--- src/rtl/vote_pkg.sv ---
// Shared types and constants for the voting-machine front end.
// Holds the FSM state encoding, the candidate width and a one-hot-to-index helper.
package vote_pkg;

  localparam int CAND_W   = 2;
  localparam int NUM_CAND = 4;

  typedef enum logic [2:0] {
    ST_IDLE     = 3'd0,
    ST_QUALIFY  = 3'd1,
    ST_GRANT    = 3'd2,
    ST_WAIT_REL = 3'd3,
    ST_RESULT   = 3'd4
  } state_e;

  function automatic logic [CAND_W-1:0] onehot_idx(input logic [NUM_CAND-1:0] v);
    logic [CAND_W-1:0] idx;
    idx = '0;
    for (int i = 0; i < NUM_CAND; i++) begin
      if (v[i]) idx = CAND_W'(i);
    end
    return idx;
  endfunction

endpackage

--- src/rtl/vote_press_arbiter_if.sv ---
// Button/mode inputs and vote/display outputs of the arbiter, bundled as one port.
// Pulses (vote_valid, disp_valid, reject) are single-cycle strobes; no back-pressure exists.
interface vote_press_arbiter_if import vote_pkg::*; #(
  parameter int BAL_W = 8
) ();
  logic              mode;
  logic              button1;
  logic              button2;
  logic              button3;
  logic              button4;
  logic              vote_valid;
  logic [CAND_W-1:0] vote_idx;
  logic              disp_valid;
  logic [CAND_W-1:0] disp_idx;
  logic              reject;
  logic              locked;
  logic [BAL_W-1:0]  ballots_cast;
  state_e            state_dbg;

  modport master (
    output mode, button1, button2, button3, button4,
    input  vote_valid, vote_idx, disp_valid, disp_idx, reject, locked, ballots_cast, state_dbg
  );

  modport slave (
    input  mode, button1, button2, button3, button4,
    output vote_valid, vote_idx, disp_valid, disp_idx, reject, locked, ballots_cast, state_dbg
  );
endinterface

--- src/rtl/press_qualifier.sv ---
// Two-flop button synchroniser, one-hot detection and the shared hold counter.
// Counter: clr alone -> 0, en alone -> +1, clr with en -> 1 (start of a new hold).
module press_qualifier import vote_pkg::*; #(
  parameter int HOLD_CYCLES = 8,
  parameter int HC_W        = $clog2(HOLD_CYCLES + 1)
) (
  input  logic                clock,
  input  logic                reset_n,
  input  logic [NUM_CAND-1:0] btn_raw,
  input  logic                hold_clr,
  input  logic                hold_en,
  output logic [NUM_CAND-1:0] btn_vec,
  output logic                onehot,
  output logic                any,
  output logic [HC_W-1:0]     hold_cnt
);

  logic [NUM_CAND-1:0] sync1_q, sync1_d;
  logic [NUM_CAND-1:0] sync2_q, sync2_d;
  logic [HC_W-1:0]     hold_cnt_q, hold_cnt_d;

  always_comb begin
    sync1_d = btn_raw;
    sync2_d = sync1_q;
    if (hold_clr) begin
      hold_cnt_d = hold_en ? HC_W'(1) : '0;
    end else if (hold_en) begin
      hold_cnt_d = hold_cnt_q + HC_W'(1);
    end else begin
      hold_cnt_d = hold_cnt_q;
    end
  end

  always_ff @(posedge clock or negedge reset_n) begin
    if (!reset_n) begin
      sync1_q    <= '0;
      sync2_q    <= '0;
      hold_cnt_q <= '0;
    end else begin
      sync1_q    <= sync1_d;
      sync2_q    <= sync2_d;
      hold_cnt_q <= hold_cnt_d;
    end
  end

  assign btn_vec  = sync2_q;
  assign any      = |sync2_q;
  assign onehot   = any && ((sync2_q & (sync2_q - NUM_CAND'(1))) == '0);
  assign hold_cnt = hold_cnt_q;

endmodule

--- src/rtl/vote_press_arbiter.sv ---
// Voting front end: qualifies single presses into one vote each, rejects multi-button
// presses and glitches, and in result mode turns a qualified press into a display select.
module vote_press_arbiter import vote_pkg::*; #(
  parameter int HOLD_CYCLES = 8,
  parameter int MAX_BALLOTS = 255,
  parameter int BAL_W       = 8
) (
  input  logic                  clock,
  input  logic                  reset_n,
  vote_press_arbiter_if.slave   bus
);

  localparam int                HC_W      = $clog2(HOLD_CYCLES + 1);
  localparam logic [HC_W-1:0]   HOLD_LAST = HC_W'(HOLD_CYCLES - 1);
  localparam logic [BAL_W-1:0]  MAX_B     = BAL_W'(MAX_BALLOTS);

  logic [NUM_CAND-1:0] btn_vec;
  logic                onehot, any;
  logic [HC_W-1:0]     hold_cnt;
  logic                hold_clr, hold_en;

  state_e              state_q, state_d;
  logic [CAND_W-1:0]   cand_q, cand_d;
  logic [CAND_W-1:0]   disp_idx_q, disp_idx_d;
  logic                disp_valid_q, disp_valid_d;
  logic                reject_q, reject_d;
  logic                res_done_q, res_done_d;
  logic                locked_q, locked_d;
  logic [BAL_W-1:0]    ballots_q, ballots_d;
  logic                vote_valid;
  logic                cand_match;

  press_qualifier #(.HOLD_CYCLES(HOLD_CYCLES), .HC_W(HC_W)) u_qual (
    .clock    (clock),
    .reset_n  (reset_n),
    .btn_raw  ({bus.button4, bus.button3, bus.button2, bus.button1}),
    .hold_clr (hold_clr),
    .hold_en  (hold_en),
    .btn_vec  (btn_vec),
    .onehot   (onehot),
    .any      (any),
    .hold_cnt (hold_cnt)
  );

  assign cand_match = (btn_vec == (NUM_CAND'(1) << cand_q));

  always_comb begin
    state_d      = state_q;
    cand_d       = cand_q;
    disp_idx_d   = disp_idx_q;
    disp_valid_d = 1'b0;
    reject_d     = 1'b0;
    res_done_d   = res_done_q;
    locked_d     = locked_q;
    ballots_d    = ballots_q;
    hold_clr     = 1'b0;
    hold_en      = 1'b0;
    vote_valid   = 1'b0;
    unique case (state_q)
      ST_IDLE: begin
        hold_clr = 1'b1;
        if (bus.mode) begin
          state_d    = ST_RESULT;
          res_done_d = 1'b0;
        end else if (any && locked_q) begin
          state_d = ST_WAIT_REL;
        end else if (onehot) begin
          state_d = ST_QUALIFY;
          cand_d  = onehot_idx(btn_vec);
          hold_en = 1'b1;
        end else if (any) begin
          reject_d = 1'b1;
          state_d  = ST_WAIT_REL;
        end
      end
      ST_QUALIFY: begin
        if (bus.mode) begin
          hold_clr   = 1'b1;
          state_d    = ST_RESULT;
          res_done_d = 1'b0;
        end else if (cand_match) begin
          if (hold_cnt == HOLD_LAST) begin
            hold_clr = 1'b1;
            state_d  = ST_GRANT;
          end else begin
            hold_en = 1'b1;
          end
        end else begin
          // Early release is a glitch; any other pattern must be released first.
          hold_clr = 1'b1;
          reject_d = 1'b1;
          state_d  = any ? ST_WAIT_REL : ST_IDLE;
        end
      end
      ST_GRANT: begin
        vote_valid = 1'b1;
        if (ballots_q != MAX_B) begin
          ballots_d = ballots_q + BAL_W'(1);
          if (ballots_q + BAL_W'(1) == MAX_B) locked_d = 1'b1;
        end
        state_d = ST_WAIT_REL;
      end
      ST_WAIT_REL: begin
        hold_clr = 1'b1;
        if (!any) begin
          state_d    = bus.mode ? ST_RESULT : ST_IDLE;
          res_done_d = 1'b0;
        end
      end
      ST_RESULT: begin
        if (!bus.mode) begin
          hold_clr = 1'b1;
          state_d  = any ? ST_WAIT_REL : ST_IDLE;
        end else if (res_done_q) begin
          hold_clr = 1'b1;
          if (!any) res_done_d = 1'b0;
        end else if (onehot) begin
          if (hold_cnt != '0 && cand_match) begin
            if (hold_cnt == HOLD_LAST) begin
              hold_clr     = 1'b1;
              disp_valid_d = 1'b1;
              disp_idx_d   = cand_q;
              res_done_d   = 1'b1;
            end else begin
              hold_en = 1'b1;
            end
          end else begin
            cand_d   = onehot_idx(btn_vec);
            hold_clr = 1'b1;
            hold_en  = 1'b1;
          end
        end else begin
          hold_clr = 1'b1;
        end
      end
      default: begin
        state_d = ST_IDLE;
      end
    endcase
  end

  always_ff @(posedge clock or negedge reset_n) begin
    if (!reset_n) begin
      state_q      <= ST_IDLE;
      cand_q       <= '0;
      disp_idx_q   <= '0;
      disp_valid_q <= 1'b0;
      reject_q     <= 1'b0;
      res_done_q   <= 1'b0;
      locked_q     <= 1'b0;
      ballots_q    <= '0;
    end else begin
      state_q      <= state_d;
      cand_q       <= cand_d;
      disp_idx_q   <= disp_idx_d;
      disp_valid_q <= disp_valid_d;
      reject_q     <= reject_d;
      res_done_q   <= res_done_d;
      locked_q     <= locked_d;
      ballots_q    <= ballots_d;
    end
  end

  assign bus.vote_valid   = vote_valid;
  assign bus.vote_idx     = cand_q;
  assign bus.disp_valid   = disp_valid_q;
  assign bus.disp_idx     = disp_idx_q;
  assign bus.reject       = reject_q;
  assign bus.locked       = locked_q;
  assign bus.ballots_cast = ballots_q;
  assign bus.state_dbg    = state_q;

endmodule

--- src/flat_wrapper.sv ---
// flat-port wrapper written by rule: the top's interface ports become plain ports
module vote_press_arbiter_flat import vote_pkg::*;
#(
  parameter int HOLD_CYCLES = 8,
  parameter int MAX_BALLOTS = 255,
  parameter int BAL_W       = 8
)
  (clock, reset_n, bus_mode, bus_button1, bus_button2, bus_button3, bus_button4, bus_vote_valid, bus_vote_idx, bus_disp_valid, bus_disp_idx, bus_reject, bus_locked, bus_ballots_cast, bus_state_dbg);
  vote_press_arbiter_if #(.BAL_W(BAL_W)) bus_i ();
  input  logic clock;
  input  logic reset_n;
  input wire logic [$bits(bus_i.mode)-1:0] bus_mode;
  input wire logic [$bits(bus_i.button1)-1:0] bus_button1;
  input wire logic [$bits(bus_i.button2)-1:0] bus_button2;
  input wire logic [$bits(bus_i.button3)-1:0] bus_button3;
  input wire logic [$bits(bus_i.button4)-1:0] bus_button4;
  output wire logic [$bits(bus_i.vote_valid)-1:0] bus_vote_valid;
  output wire logic [$bits(bus_i.vote_idx)-1:0] bus_vote_idx;
  output wire logic [$bits(bus_i.disp_valid)-1:0] bus_disp_valid;
  output wire logic [$bits(bus_i.disp_idx)-1:0] bus_disp_idx;
  output wire logic [$bits(bus_i.reject)-1:0] bus_reject;
  output wire logic [$bits(bus_i.locked)-1:0] bus_locked;
  output wire logic [$bits(bus_i.ballots_cast)-1:0] bus_ballots_cast;
  output wire logic [$bits(bus_i.state_dbg)-1:0] bus_state_dbg;
  assign bus_i.mode = bus_mode;
  assign bus_i.button1 = bus_button1;
  assign bus_i.button2 = bus_button2;
  assign bus_i.button3 = bus_button3;
  assign bus_i.button4 = bus_button4;
  assign bus_vote_valid = bus_i.vote_valid;
  assign bus_vote_idx = bus_i.vote_idx;
  assign bus_disp_valid = bus_i.disp_valid;
  assign bus_disp_idx = bus_i.disp_idx;
  assign bus_reject = bus_i.reject;
  assign bus_locked = bus_i.locked;
  assign bus_ballots_cast = bus_i.ballots_cast;
  assign bus_state_dbg = bus_i.state_dbg;
  vote_press_arbiter #(.HOLD_CYCLES(HOLD_CYCLES), .MAX_BALLOTS(MAX_BALLOTS), .BAL_W(BAL_W)) u_core (.clock(clock), .reset_n(reset_n), .bus(bus_i));
endmodule
--- config.mk ---
export PLATFORM = sky130hd
export DESIGN_NAME = vote_press_arbiter_flat
export DESIGN_NICKNAME = d
export VERILOG_FILES = /design/src/rtl/vote_pkg.sv /design/src/rtl/vote_press_arbiter_if.sv /design/src/rtl/press_qualifier.sv /design/src/rtl/vote_press_arbiter.sv /design/src/flat_wrapper.sv
export SDC_FILE = /design/constraint.sdc
export NUM_CORES = 1
export LEC_CHECK = 0
export CAP_MARGIN = 10
export CORE_MARGIN = 1
export CORE_UTILIZATION = 45
export DETAILED_ROUTE_END_ITERATION = 8
export GPL_TIMING_DRIVEN = 0
export HOLD_SLACK_MARGIN = 0.03
export PLACE_DENSITY = 0.64
export SETUP_SLACK_MARGIN = 0.5
export SYNTH_ARGS = -nofsm -noshare
export SYNTH_HDL_FRONTEND = slang
export SYNTH_SLANG_ARGS = --single-unit
--- constraint.sdc ---
create_clock -name clock -period 2.38 [get_ports clock]
set_input_delay 0.238 -clock clock [delete_from_list [all_inputs] [get_ports clock]]
set_output_delay 0.238 -clock clock [all_outputs]
set_load 0.01 [all_outputs]
== Word level (Yosys, flattened, before mapping) ==
Cells that the tools add are included.
Word-level totals
  output and inout bits: 19
  bits in writable memories: 0
  memories: 0
  ROM bits: 0
  bits in latches: 0
  bits in registers: 31
  bits of input ports: 7
  word-level logic and storage cells: 118
Cells by class
  divide/modulo/power cells: 0
  add/sub/neg operators: 3
  shifts and indexed selects: 1
  reductions and logical operators: 18
  $mul: 0
  muxes and demuxes: 63
  bitwise logic cells: 2
  equality and inequality tests: 20
  order comparisons: 0
Operator list (number)
  $mux 1: 35
  $mux 3: 10
  $mux 2: 10
  $pmux 3 s5: 1
  $ne 2x2->1 const B: 7
  $pmux 1 s3: 3
  $add 8x1->8 const B: 1
  $eq 8x8->1 const B: 1
  $mux 4: 2
  $ne 8x8->1 const B: 1
  $reduce_and 4->1: 2
  $reduce_and 8->1: 1
  $eq 3x2->1 const B: 2
  $ne 2x1->1 const B: 3
  $reduce_and 6->1: 1
  $ne 5x2->1 const B: 1
  $add 4x1->4 const B: 1
  $and 4x4->4: 1
  $eq 4x3->1 const B: 1
  $eq 4x4->1: 1
  $logic_not 4->1: 1
  $ne 4x4->1 const B: 1
  $pmux 2 s2: 1
  $reduce_bool 2->1: 2
  14 further kinds: 17

== Logic depth before layout (Yosys ltp) ==
  depth after elaboration: 10
  gate-level depth with buffers: 7
  mapped depth without buffers: 7

== Cells and area by module ==
Synthesis repeated with hierarchy kept, for this count alone.
Second synthesis, totals
  cells, all modules: 175
  area total of the unflattened synthesis: 1707.9 um^2
Modules (own cells, without submodules)
  vote_press_arbiter: times used 1, cells an instance 144, area an instance 1266.2 um^2
  press_qualifier: times used 1, cells an instance 31, area an instance 441.7 um^2

== Worst setup path before layout ==
OpenSTA, ideal clock, no wires.
  path kind: register to register
  start: register u_core.u_qual.sync2_q[3], in the netlist u_core.u_qual.btn_vec[3]
  end: register u_core.state_q[0], in the netlist u_core.bus.state_dbg[0]
  arrival: 1.726 ns
  setup time: 0.128 ns
  path slack: 0.526 ns
  cell stages (with the launch flop): 8
  path through: dfrtp_1 buf_6 nor4b_1 o21ai_1 a21oi_1 nand4_2 o211ai_1 mux2_1
On the way
  word-level cells in the longest chain between the ends: 8
  elaborated cells on any way between the ends: 19
Ends and longest elaborated chain
  start: declaration: line press_qualifier.sv:19  | logic [NUM_CAND-1:0] sync2_q, sync2_d;
  start signal: assignment: line press_qualifier.sv:41  | sync2_q <= sync2_d;
  $sub 4x1->4: line press_qualifier.sv:48  | assign onehot = any && ((sync2_q & (sync2_q - NUM_CAND'(1))) == '0);
  $and 4x4->4: line press_qualifier.sv:48
  $logic_not 4->1: line press_qualifier.sv:48
  $logic_and 1x1->1: line press_qualifier.sv:48
  $mux 3: line vote_press_arbiter.sv:67  | end else if (onehot) begin
  $mux 3: line vote_press_arbiter.sv:65  | end else if (any && locked_q) begin
  $mux 3: line vote_press_arbiter.sv:62  | if (bus.mode) begin
  $pmux 3 s5: line vote_press_arbiter.sv:59  | unique case (state_q)
  end signal: assignment: line vote_press_arbiter.sv:153  | state_q <= state_d;
  end: declaration: line vote_press_arbiter.sv:22  | state_e state_q, state_d;
Parallel ways exist; a longest one is shown, timed or not. The select of a mux whose other input is x is not followed.
A chain may end at the register's enable or synchronous reset.

== Final worst setup path ==
Same ends and word-level chain as after synthesis.

==> run metrics <==
R2R setup slack 0.49 ns; worst slew pin tran 0.6498 ns; Clk pin slew, worst setup/hold paths 0.07 ns; predominant post-synthesis flop cell dfrtp_1; register area 780.7 µm²; Synth warnings 0; clk sinks 31; H-tree levels 2; Post-synth EDFFs 0; Crit Path Class flip-flop to flip-flop; final WL 3536 µm; Critical Path RT 2.54 ns; status finished, final reports clean; die height 64.44 µm; critical path cell sequence buf_6 -> nor4b_4 -> o21ai_2 -> a21oi_2 -> nand4_4 -> o211ai_1 -> mux2_1; Final Hold Fails 0; CTS root buf clkbuf_8; die area 0.004152 mm²; Crit Reg-Reg Endpoint u_core.bus.state_dbg[0]; Worst-Skew Late Latency 0.27 ns; GRT Residual Overflow 0; fin nets 231; TritonCTS buffer count 5; # diodes 0; syn_area_per_cell 9.745 µm²; Final min period 1.894 ns; DR pass1 iterations 4; CP Launch Type flip-flop; # port buffers 25; fillers 326; clk_skew 0.005648 ns; Max Buffers Root-to-Sink 2; vias 1,442; Post-synth ARST share 100.0%; WP buf/inv 1; Hold Path Origin u_core.u_qual.sync1_q[0]; initial drt markers 103; Yosys cell types 54; post-DR wirelength/cell 13.14 µm; Detailed Place HPWL 2560 µm; Worst Setup SP u_core.u_qual.btn_vec[3]; cell accounting for the most synthesized area dfrtp_1; RSZ-0062 raised after global routing yes; final setup fails 0; DRC viols 0; area of the multi-input gates 982.2 µm²; CORE AREA 0.003689 mm²; CTS tree done; synthesized area 0.001754 mm²; initial antenna violation count 0; Worst Setup End Kind flip-flop; Hold Path Class flip-flop to flip-flop; FF-to-FF Start u_core.u_qual.btn_vec[3]; Max Freq 0.5279 GHz; layout cells sized above 1 21.27%; Final TNS setup 0 ns; hold endpoint u_core.u_qual.btn_vec[0]; Pwr per Cell Area 951.4 mW/mm²; delay-heaviest family, CP compound AO/OA/AOI/OAI gates; Site Rows 22; via density per instance 5.361; Routability Congestion 0.7884; initial core utilization 47.56%; I/O pins 26; gr usage total 18.81%; Crit-path slowest cell dfrtp_1; register bit total from synthesis 31; Hold-fix buffers, CTS 0; P&R area growth vs syn 35.31%; Worst IR Drop VDD 0.5802 mV; Worst Path Arrival 2.05 ns; final slew viol count 0; Synth Net Count 191; hold path depth 0; LEAKAGE 1.022 nW; share of the synthesized area in the top cell type 44.22%; fin util 64.35%; CP max FO 10; Die X 64.44 µm; Critical Path Max Stage Delay 0.37 ns; largest net degree at the start of global routing 22; Post-Syn Instances 180; R2R depth 7; first-pass GRT wire length 6078 µm; # Max-Cap Violations 0; Slew Limit Headroom 56.54%; Post-DRT Antenna Nets 0; part of the Yosys area used for sequential elements 44.22%; post-route clock period utilization 79.59%; Synth area leaders dfrtp_1 (44%), xnor2_1 (4.5%), nand2_1 (4.3%); vias in the first global route 1,362
stage by stage:
step	area, µm²	power [mW]	setup slack [ns]	hold slack (ns)	instances
floorplan	1754	1.282	0.5261	-0.05759	180
global placement	2064	1.594	0.3432	0.3335	253
detailed placement	2092	1.631	0.2875	0.3347	254
CTS	2271	2.200	0.4526	0.3498	263
global route	2374	2.409	0.3468	0.3591	269
finish	2374	2.258	0.4857	0.3485	269
final cells by class:
cell class	count	area share (%)
clock inverter	2	1.476
buffer	6	2.267
timing repair buffer	33	14.39
clock buffer	6	3.479
tap	48	2.530
sequential	31	32.89
multi-input combinational	133	41.38
inverter	10	1.581
synthesized netlist by cell type, drive strengths merged (4+ instances only):
cell type	count
nor2	18
and3	5
nand2	20
nand3	7
nand2b	4
o21ai	6
a21oi	9
buf	5
xnor2	9
mux2i	5
dfrtp	31
ha	4
nand4	4
inv	10
flip-flops by register name, indices dropped and copies added (netlist names):
signal,flops
u_core.bus.ballots_cast,8
u_core.u_qual.btn_vec,4
u_core.u_qual.hold_cnt,4
u_core.u_qual.sync1_q,4
u_core.bus.state_dbg,3
u_core.bus.disp_idx,2
u_core.bus.vote_idx,2
u_core.bus.disp_valid,1
u_core.bus.locked,1
u_core.bus.reject,1
u_core.res_done_q,1
cells by family after synthesis:
logic type / count (synthesis) / synth area share (%)
AO/OA/AOI/OAI: 37 / 16.19
XOR/XNOR: 9 / 4.494
adder cells (fa/ha/maj): 4 / 2.853
buffers and inverters: 16 / 4.565
flip-flops: 31 / 44.22
multiplexers: 8 / 4.779
AND/OR/NAND/NOR: 75 / 22.89
worst max path at each step:
| stage | slack [ns] | to | depth (start not counted) |
|---|---|---|---|
| detailed placement | 0.29 | u_core.u_qual.hold_cnt[3] | 6 |
| finish | 0.49 | u_core.bus.state_dbg[0] | 7 |
| CTS | 0.45 | u_core.bus.state_dbg[0] | 5 |
| floorplan | 0.53 | u_core.bus.state_dbg[0] | 7 |
| global route | 0.35 | u_core.bus.state_dbg[0] | 7 |
| global placement | 0.34 | u_core.u_qual.hold_cnt[3] | 6 |
worst reg2reg max path, stage by stage (launching register included):
cell	delay (ns)
dfrtp_1	0.37
buf_6	0.14
nor4b_4	0.28
o21ai_2	0.10
a21oi_2	0.21
nand4_4	0.15
o211ai_1	0.18
mux2_1	0.35
cell usage in the layout (no fill, tap or decap), drive strengths merged, types with 2 or more instances in the layout:
| cell | synthesis | final |
|---|---|---|
| clkbuf | 1 | 7 |
| a21boi | 2 | 2 |
| a31oi | 3 | 3 |
| mux2 | 3 | 3 |
| o21a | 2 | 2 |
| inv | 10 | 10 |
| a21oi | 9 | 9 |
| mux2i | 5 | 5 |
| ha | 4 | 4 |
| o31ai | 3 | 3 |
| nand2b | 4 | 4 |
| o21ai | 6 | 6 |
| nor4 | 3 | 3 |
| clkdlybuf4s50 | 0 | 24 |
| nand2 | 20 | 20 |
| and4bb | 2 | 2 |
| nor2b | 2 | 2 |
| dfrtp | 31 | 31 |
| and3 | 5 | 5 |
| o211ai | 2 | 2 |
| nand3 | 7 | 7 |
| nand3b | 3 | 3 |
| nor2 | 18 | 18 |
| xnor2 | 9 | 9 |
| nand4 | 4 | 4 |
| buf | 5 | 13 |
layer usage:
layer	up-vias	global-route usage, %	part of all wire, %
met3	4	5.106	4.5
met5	-	0	0
met4	0	5.000	0.85
met2	31	28.95	47
met1	690	26.11	48
li1	717	-	-
report_power, final:
| group | switching [mW] | internal, mW |
|---|---|---|
| combinational | 0.474 | 0.467 |
| sequential | 0.151 | 0.634 |
| clock | 0.193 | 0.338 |
repair_timing:
item                                    4_1_cts  5_1_grt
pin swaps                                     6        6
buffers inserted                              1        6
endpoints found under the setup margin        7       12
gates resized for setup                      13       10
No activity file was read; power rests on OpenSTA's default activity.
